[src/rtl/fifo_pkg.sv]
// Shared definitions for the FIFO family: default sizes, a constant-foldable
// clog2, and Gray-code converters used by the dual-clock members.
package fifo_pkg;

  localparam int DEF_WIDTH = 8;
  localparam int DEF_DEPTH = 16;

  // Smallest r with 2**r >= v; usable in parameter expressions.
  function automatic int clog2(input int v);
    int r;
    r = 0;
    while ((1 << r) < v) r++;
    return r;
  endfunction

  function automatic logic [31:0] bin2gray(input logic [31:0] b);
    return b ^ (b >> 1);
  endfunction

  function automatic logic [31:0] gray2bin(input logic [31:0] g);
    logic [31:0] b;
    b[31] = g[31];
    for (int i = 30; i >= 0; i--) b[i] = b[i+1] ^ g[i];
    return b;
  endfunction

endpackage

[src/rtl/fifo_mem_1r1w.sv]
// WIDTH x DEPTH storage array: synchronous write port, asynchronous read port.
module fifo_mem_1r1w #(
  parameter int WIDTH  = 8,
  parameter int DEPTH  = 16,
  parameter int ADDR_W = 4
) (
  input  logic              clk,
  input  logic              we,
  input  logic [ADDR_W-1:0] waddr,
  input  logic [WIDTH-1:0]  wdata,
  input  logic [ADDR_W-1:0] raddr,
  output logic [WIDTH-1:0]  rdata
);

  logic [WIDTH-1:0] mem [DEPTH];

  // Store one word per accepted write; contents are never reset.
  always_ff @(posedge clk) begin
    if (we) mem[waddr] <= wdata;
  end

  assign rdata = mem[raddr];

endmodule

[src/rtl/sync_fifo_flags.sv]
// Single-clock FIFO with fill count, programmable almost-full/empty thresholds,
// optional first-word-fall-through output and sticky overflow/underflow flags.
module sync_fifo_flags
  import fifo_pkg::*;
#(
  parameter int WIDTH    = DEF_WIDTH,
  parameter int DEPTH    = DEF_DEPTH,
  parameter int AF_LEVEL = DEPTH - 2,
  parameter int AE_LEVEL = 2,
  parameter int FWFT     = 0
) (
  input  logic                   clk,
  input  logic                   rst_n,
  input  logic                   wr_en,
  input  logic [WIDTH-1:0]       wr_data,
  input  logic                   rd_en,
  output logic [WIDTH-1:0]       rd_data,
  output logic                   rd_valid,
  output logic                   full,
  output logic                   empty,
  output logic                   almost_full,
  output logic                   almost_empty,
  output logic [$clog2(DEPTH):0] count,
  output logic                   overflow,
  output logic                   underflow,
  input  logic                   err_clr
);

  localparam int PTR_W = clog2(DEPTH);
  localparam int CNT_W = PTR_W + 1;

  if ((DEPTH < 2) || ((DEPTH & (DEPTH - 1)) != 0)) begin : g_chk_depth
    $error("sync_fifo_flags: DEPTH must be a power of 2 and >= 2");
  end
  if (AE_LEVEL >= AF_LEVEL) begin : g_chk_levels
    $error("sync_fifo_flags: AE_LEVEL must be below AF_LEVEL");
  end

  // Pointers carry one extra wrap bit so full and empty are distinguishable.
  logic [PTR_W:0]   wr_ptr;
  logic [PTR_W:0]   rd_ptr;
  logic [WIDTH-1:0] mem_rdata;
  logic             wr_acc;
  logic             rd_acc;

  // Every flag is a function of the pointer registers only.
  assign full         = (wr_ptr[PTR_W] != rd_ptr[PTR_W]) &&
                        (wr_ptr[PTR_W-1:0] == rd_ptr[PTR_W-1:0]);
  assign empty        = (wr_ptr == rd_ptr);
  assign count        = CNT_W'(wr_ptr - rd_ptr);
  assign almost_full  = (count >= CNT_W'(AF_LEVEL));
  assign almost_empty = (count <= CNT_W'(AE_LEVEL));

  assign wr_acc = wr_en & ~full;
  assign rd_acc = rd_en & ~empty;

  // Write is gated by reset so a push coinciding with reset never lands.
  fifo_mem_1r1w #(
    .WIDTH  (WIDTH),
    .DEPTH  (DEPTH),
    .ADDR_W (PTR_W)
  ) u_mem (
    .clk   (clk),
    .we    (wr_acc & rst_n),
    .waddr (wr_ptr[PTR_W-1:0]),
    .wdata (wr_data),
    .raddr (rd_ptr[PTR_W-1:0]),
    .rdata (mem_rdata)
  );

  // Advance pointers on accepted pushes and pops.
  always_ff @(posedge clk) begin
    if (!rst_n) begin
      wr_ptr <= '0;
      rd_ptr <= '0;
    end else begin
      if (wr_acc) wr_ptr <= wr_ptr + 1'b1;
      if (rd_acc) rd_ptr <= rd_ptr + 1'b1;
    end
  end

  // Sticky error flags; a new rejection takes priority over err_clr.
  always_ff @(posedge clk) begin
    if (!rst_n) begin
      overflow  <= 1'b0;
      underflow <= 1'b0;
    end else begin
      if (wr_en && full)       overflow <= 1'b1;
      else if (err_clr)        overflow <= 1'b0;
      if (rd_en && empty)      underflow <= 1'b1;
      else if (err_clr)        underflow <= 1'b0;
    end
  end

  if (FWFT != 0) begin : g_fwft
    // Head of queue is presented directly; rd_en acts as the pop.
    assign rd_data  = mem_rdata;
    assign rd_valid = ~empty;
  end else begin : g_reg
    logic [WIDTH-1:0] rd_data_q;
    logic             rd_valid_q;

    // Capture the popped word; valid pulses for the cycle after the pop.
    always_ff @(posedge clk) begin
      if (!rst_n) begin
        rd_data_q  <= '0;
        rd_valid_q <= 1'b0;
      end else begin
        rd_valid_q <= rd_acc;
        if (rd_acc) rd_data_q <= mem_rdata;
      end
    end

    assign rd_data  = rd_data_q;
    assign rd_valid = rd_valid_q;
  end

endmodule
[config.mk]
export PLATFORM = sky130hd
export DESIGN_NAME = sync_fifo_flags
export DESIGN_NICKNAME = d
export VERILOG_FILES = /design/src/rtl/fifo_pkg.sv /design/src/rtl/fifo_mem_1r1w.sv /design/src/rtl/sync_fifo_flags.sv
export SDC_FILE = /design/constraint.sdc
export NUM_CORES = 1
export LEC_CHECK = 0
export CAP_MARGIN = 20
export CORE_MARGIN = 1.5
export CORE_UTILIZATION = 39
export CTS_CLUSTER_SIZE = 16
export DETAILED_ROUTE_END_ITERATION = 6
export GPL_TIMING_DRIVEN = 1
export MAX_ROUTING_LAYER = met4
export PLACE_DENSITY = 0.63
export SYNTH_ARGS = -nofsm -noshare
export SYNTH_HDL_FRONTEND = slang
export SYNTH_SLANG_ARGS = --single-unit
[constraint.sdc]
create_clock -name clk -period 8.6 [get_ports clk]
set_input_delay 1.72 -clock clk [delete_from_list [all_inputs] [get_ports clk]]
set_output_delay 1.72 -clock clk [all_outputs]
set_load 0.005 [all_outputs]
## Word-level counts from Yosys, hierarchy flattened

Memories as Yosys holds them, arrays and structs flattened. A register that Yosys moved wholly into a read port is not among the register bits.
Cells that the tools add are included.

| storage, ports and cells | value |
|---|---|
| output and inout port bits | 20 |
| memories | 1 |
| RAM bits | 128 |
| input bits | 13 |
| word-level logic and storage cells | 30 |
| flip-flop bits (word level) | 13 |

Memory list:

| name | words | width | read ports | clocked after memory_dff | wr ports | line | RTL |
|---|---|---|---|---|---|---|---|
| u_mem.mem | 16 | 8 | 1 | 1 | 1 | fifo_mem_1r1w.sv:15 | `logic [WIDTH-1:0] mem [DEPTH];` |

| operators by class | value |
|---|---|
| add/subtract/negate cells | 3 |
| bitwise logic cells | 5 |
| eq/ne operators | 3 |
| magnitude comparators | 2 |
| muxes and demuxes | 5 |
| reductions and logical operators | 6 |

Operators by type and width:

| operator | count |
|---|---|
| $add 5x1->5 const B | 2 |
| $eq 5x5->1 | 1 |
| $ge 5x4->1 const B | 1 |
| $le 5x2->1 const B | 1 |
| $mux 1 | 5 |
| $sub 5x5->5 | 1 |
| $eq 4x4->1 | 1 |
| $reduce_bool 2->1 | 2 |
| $and 1x1->1 | 3 |
| $logic_and 1x1->1 | 3 |
| $not 1->1 | 2 |
| $logic_not 1->1 | 1 |
| $ne 1x1->1 | 1 |

## Depth between registers and ports, before layout

| logic depth | value |
|---|---|
| word-level depth | 7 |
| depth in mapped cells | 9 |

## Hierarchy

From an unflattened synthesis, not the netlist that was laid out.

| unflattened totals | value |
|---|---|
| cell total of the unflattened synthesis | 331 |
| area, all modules | 6,002.0 um^2 |

By module, submodules not included:

| module | area an instance (um^2) | times used | seq. area each (um^2) | cells each |
|---|---|---|---|---|
| fifo_mem_1r1w | 4,987.3 | 1 | 3,843.7 | 221 |
| sync_fifo_flags | 1,014.7 | 1 | 420.4 | 110 |

## Least setup slack after synthesis

Ideal clock, no wire load.

| path | value |
|---|---|
| kind | reg-to-output |
| start point | reg rd_ptr[1] |
| end point | out almost_empty |
| arrival | 2.018 ns |
| cell stages (with the launch flop) | 9 |
| path buffers | 2 |
| data required time | 6.880 ns |
| slack | 4.862 ns |
| path through | dfxtp_1 -> buf_4 -> buf_6 -> inv_1 -> ha_1 -> nor2b_1 -> o21a_1 -> or3_1 -> a211oi_1 |

| between the ends | value |
|---|---|
| word-level cells in the longest chain between the ends | 2 |

Ends and longest elaborated chain:

| item | line | RTL |
|---|---|---|
| start: declaration | sync_fifo_flags.sv:41 | `logic [PTR_W:0] rd_ptr;` |
| start signal: assignment | sync_fifo_flags.sv:78 | `if (rd_acc) rd_ptr <= rd_ptr + 1'b1;` |
| $sub 5x5->5 | sync_fifo_flags.sv:50 | `assign count = CNT_W'(wr_ptr - rd_ptr);` |
| $le 5x2->1 | sync_fifo_flags.sv:52 | `assign almost_empty = (count <= CNT_W'(AE_LEVEL));` |
| end: declaration | sync_fifo_flags.sv:22 | `output logic almost_empty,` |

No other way between the ends.

## Worst setup path after layout

Ends and elaborated chain as after synthesis.

==> results_dict.tcl <==
set metrics [dict create \
    final_cells 623 \
    slew_headroom_pct 34.3 \
    cp_max_fo 32 \
    synthCells 385 \
    p_leak_nw 2.26 \
    period_needed_ns 5.12 \
    final_common_cell "edfxtp_1" \
    grt_pass1_vias 3482 \
    dieArea_um2 16200 \
    clock_latency_ns 0.42 \
    end_kind "primary output" \
    rsz0062_at_grt "false" \
    num_io_pins 33 \
    reg2reg_from "rd_ptr[1]$_SDFFE_PN0P_" \
    cts_max_level 4 \
    cts_buffer_depth 2 \
    startpoint_type "register" \
    synth_async_sr_flop_share_pct 0 \
    setup_tns_ns 0 \
    drv_cap 0 \
    fillers 1252 \
    cts_root_buf "clkbuf_16" \
    grt_use_total_pct 17.1 \
    synth_fp_nets 408 \
    criticalPathCategory "reg -> out" \
    dieHeight_um 127 \
    register_area_um2 4270 \
    drv_slew 0 \
    ys_ff_latch 149 \
    cts_tree "built" \
    drive_gt1_share_pct 10.8 \
    synth_edf_count 128 \
    finalWirelength_mm 12.5 \
    route.detailed.drc 0 \
    syn_to_final_growth_pct 18.2 \
    tightest_slew_ns 0.985 \
    num_vias 3447 \
    coreArea_um2 15100 \
    startpoint "rd_ptr[1]$_SDFFE_PN0P_" \
    hpwl_mm 8.02 \
    antenna_found_initial 0 \
    hp-class "reg -> reg" \
    clkTransAtPathRegs_ns 0.06 \
    peakVddDrop_v 0.000140 \
    grt_pass1_wl_mm 19.3 \
    power_mw 1.78 \
    pre_cts_slack_ns 3.88 \
    multiInputGateArea_um2 1640 \
    overflow 0 \
    yosys_warnings 0 \
    setup_violations 0 \
    worstHoldStart "rd_ptr[4]$_SDFFE_PN0P_" \
    drt_iter0_drc 244 \
    post-route-period-util_pct 59.6 \
    fp.dieW_um 127 \
    ys_types 42 \
    run_status "completed" \
    fin_nets 445 \
    arrival_ns 3.40 \
    slowest_delay_ns 0.97 \
    place_congestion 0.764 \
    slowest_stage "dfxtp_2" \
    clock-sinks 149 \
    drtAntennaViolNets 0 \
    cts-resized-gates 0 \
    diodes 0 \
    setup_ws_ns 3.48 \
    synth_top_flop_cell "edfxtp_1" \
    rows 45 \
    dp.cells 591 \
    fmax_mhz 195 \
    syn_avg_cell_area_um2 15.7 \
    viasPerCell 5.53 \
    critPathRequiredTime_ns 6.88 \
    hold_buffers 0 \
    numCtsBuffers 17 \
    synth_seq_area_share_pct 70.6 \
    path_cells "inv_1 -> ha_1 -> nor2b_1 -> o21a_1 -> or3_1 -> a211oi_1 -> clkdlybuf4s50_1" \
    syn_area_um2 6040 \
    io_buffers 32 \
    powerDensity_nw_per_um2 250 \
    post_drt_wl_per_cell_um 20.1 \
    start_util_pct 39.9 \
    firstDrtPassIters 5 \
    post_cts_buffers 0 \
    fin_worst_skew_ns 0.00499 \
    hold_viol 0 \
    grt_max_degree 33 \
    layout_common_cells "edfxtp_1 (128), mux2i_1 (51), clkdlybuf4s50_1 (32), nor2_1 (26), clkbuf_16 (21)" \
]
-- path summary, 6_finish.rpt --
kind,end,slack (ns),cells past startpoint
max reg2reg,u_mem.mem[12][7]$_DFFE_PP_,5.25,6
min,rd_ptr[4]$_SDFFE_PN0P_,0.54,2
max,almost_empty,3.48,7
min reg2reg,rd_ptr[4]$_SDFFE_PN0P_,0.54,2
-- layer usage --
layer	wire length (um)	vias to the layer above	global-route usage, %
li1	-	1570	-
met1	5470	1738	21.6
met2	6050	120	26.2
met3	739	19	4.65
met4	244	0	6.95
met5	0	-	-
-- critical path, delay by kind of cell (launching register included) --
| family | cells | cell delay, ns |
|---|---|---|
| AO/OA/AOI/OAI | 2 | 0.41 |
| adder cells (fa/ha/maj) | 1 | 0.36 |
| buffers and inverters | 2 | 0.74 |
| flip-flops | 1 | 0.97 |
| AND/OR/NAND/NOR | 2 | 0.48 |
-- registers in the layout, summed over array words and instances (netlist names) --
register   count
rd_data        8
overflow       1
underflow      1
rd_valid       1
u_mem.mem    128
wr_ptr         5
rd_ptr         5
-- cell families (layout without fill, tap and decap cells) --
family	after synthesis	in the layout	share of synthesized area, %
DFF	149	149	70.6
AOI/OAI and AO/OA	66	66	6.81
and+or+nand+nor	64	64	5.20
muxes	59	59	11.4
buffers and inverters	28	78	2.34
adders and majority gates	10	10	2.20
xor gates and xnor gates	9	9	1.43
-- power breakdown --
part	switching [mW]	total [mW]	internal (mW)
clock network	0.267	0.734	0.467
logic	0.117	0.229	0.113
registers	0.0191	0.822	0.803
-- Yosys cell counts, types with 4 or more instances --
cell / count / area share [%]
nand3_1: 6 / 0.50
mux2i_1: 51 / 8.5
ha_1: 9 / 1.9
a21oi_1: 12 / 0.99
buf_2: 7 / 0.58
nor2b_1: 4 / 0.41
inv_1: 9 / 0.56
nor2_1: 26 / 1.6
clkbuf_1: 4 / 0.25
dfxtp_1: 21 / 7.0
xnor2_1: 5 / 0.72
buf_4: 5 / 0.62
o22ai_1: 16 / 1.7
edfxtp_1: 128 / 64
o21ai_0: 18 / 1.5
a221oi_1: 8 / 1.2
nor3_1: 12 / 0.99
mux4_2: 8 / 3.0
-- through the flow --
stage / hold WS, ns / util (%) / cell area [um^2]
4_1_cts: 0.534 / 47.2 / 7140
5_1_grt: 0.590 / 47.2 / 7140
3_5_place_dp: 0.526 / 43.1 / 6530
6_report: 0.536 / 47.2 / 7140
2_1_floorplan: 0.500 / - / 6040
3_3_place_gp: 0.514 / 43.1 / 6530
-- layout make-up --
type / instances / area share [%]
tap: 188 / 3.29
sequential: 149 / 59.7
multi-input combinational: 208 / 22.9
clock buffer: 27 / 8.23
clock inverter: 5 / 0.385
timing repair buffer: 37 / 5.01
inverter: 9 / 0.473
No activity file was read; power rests on OpenSTA's default activity.
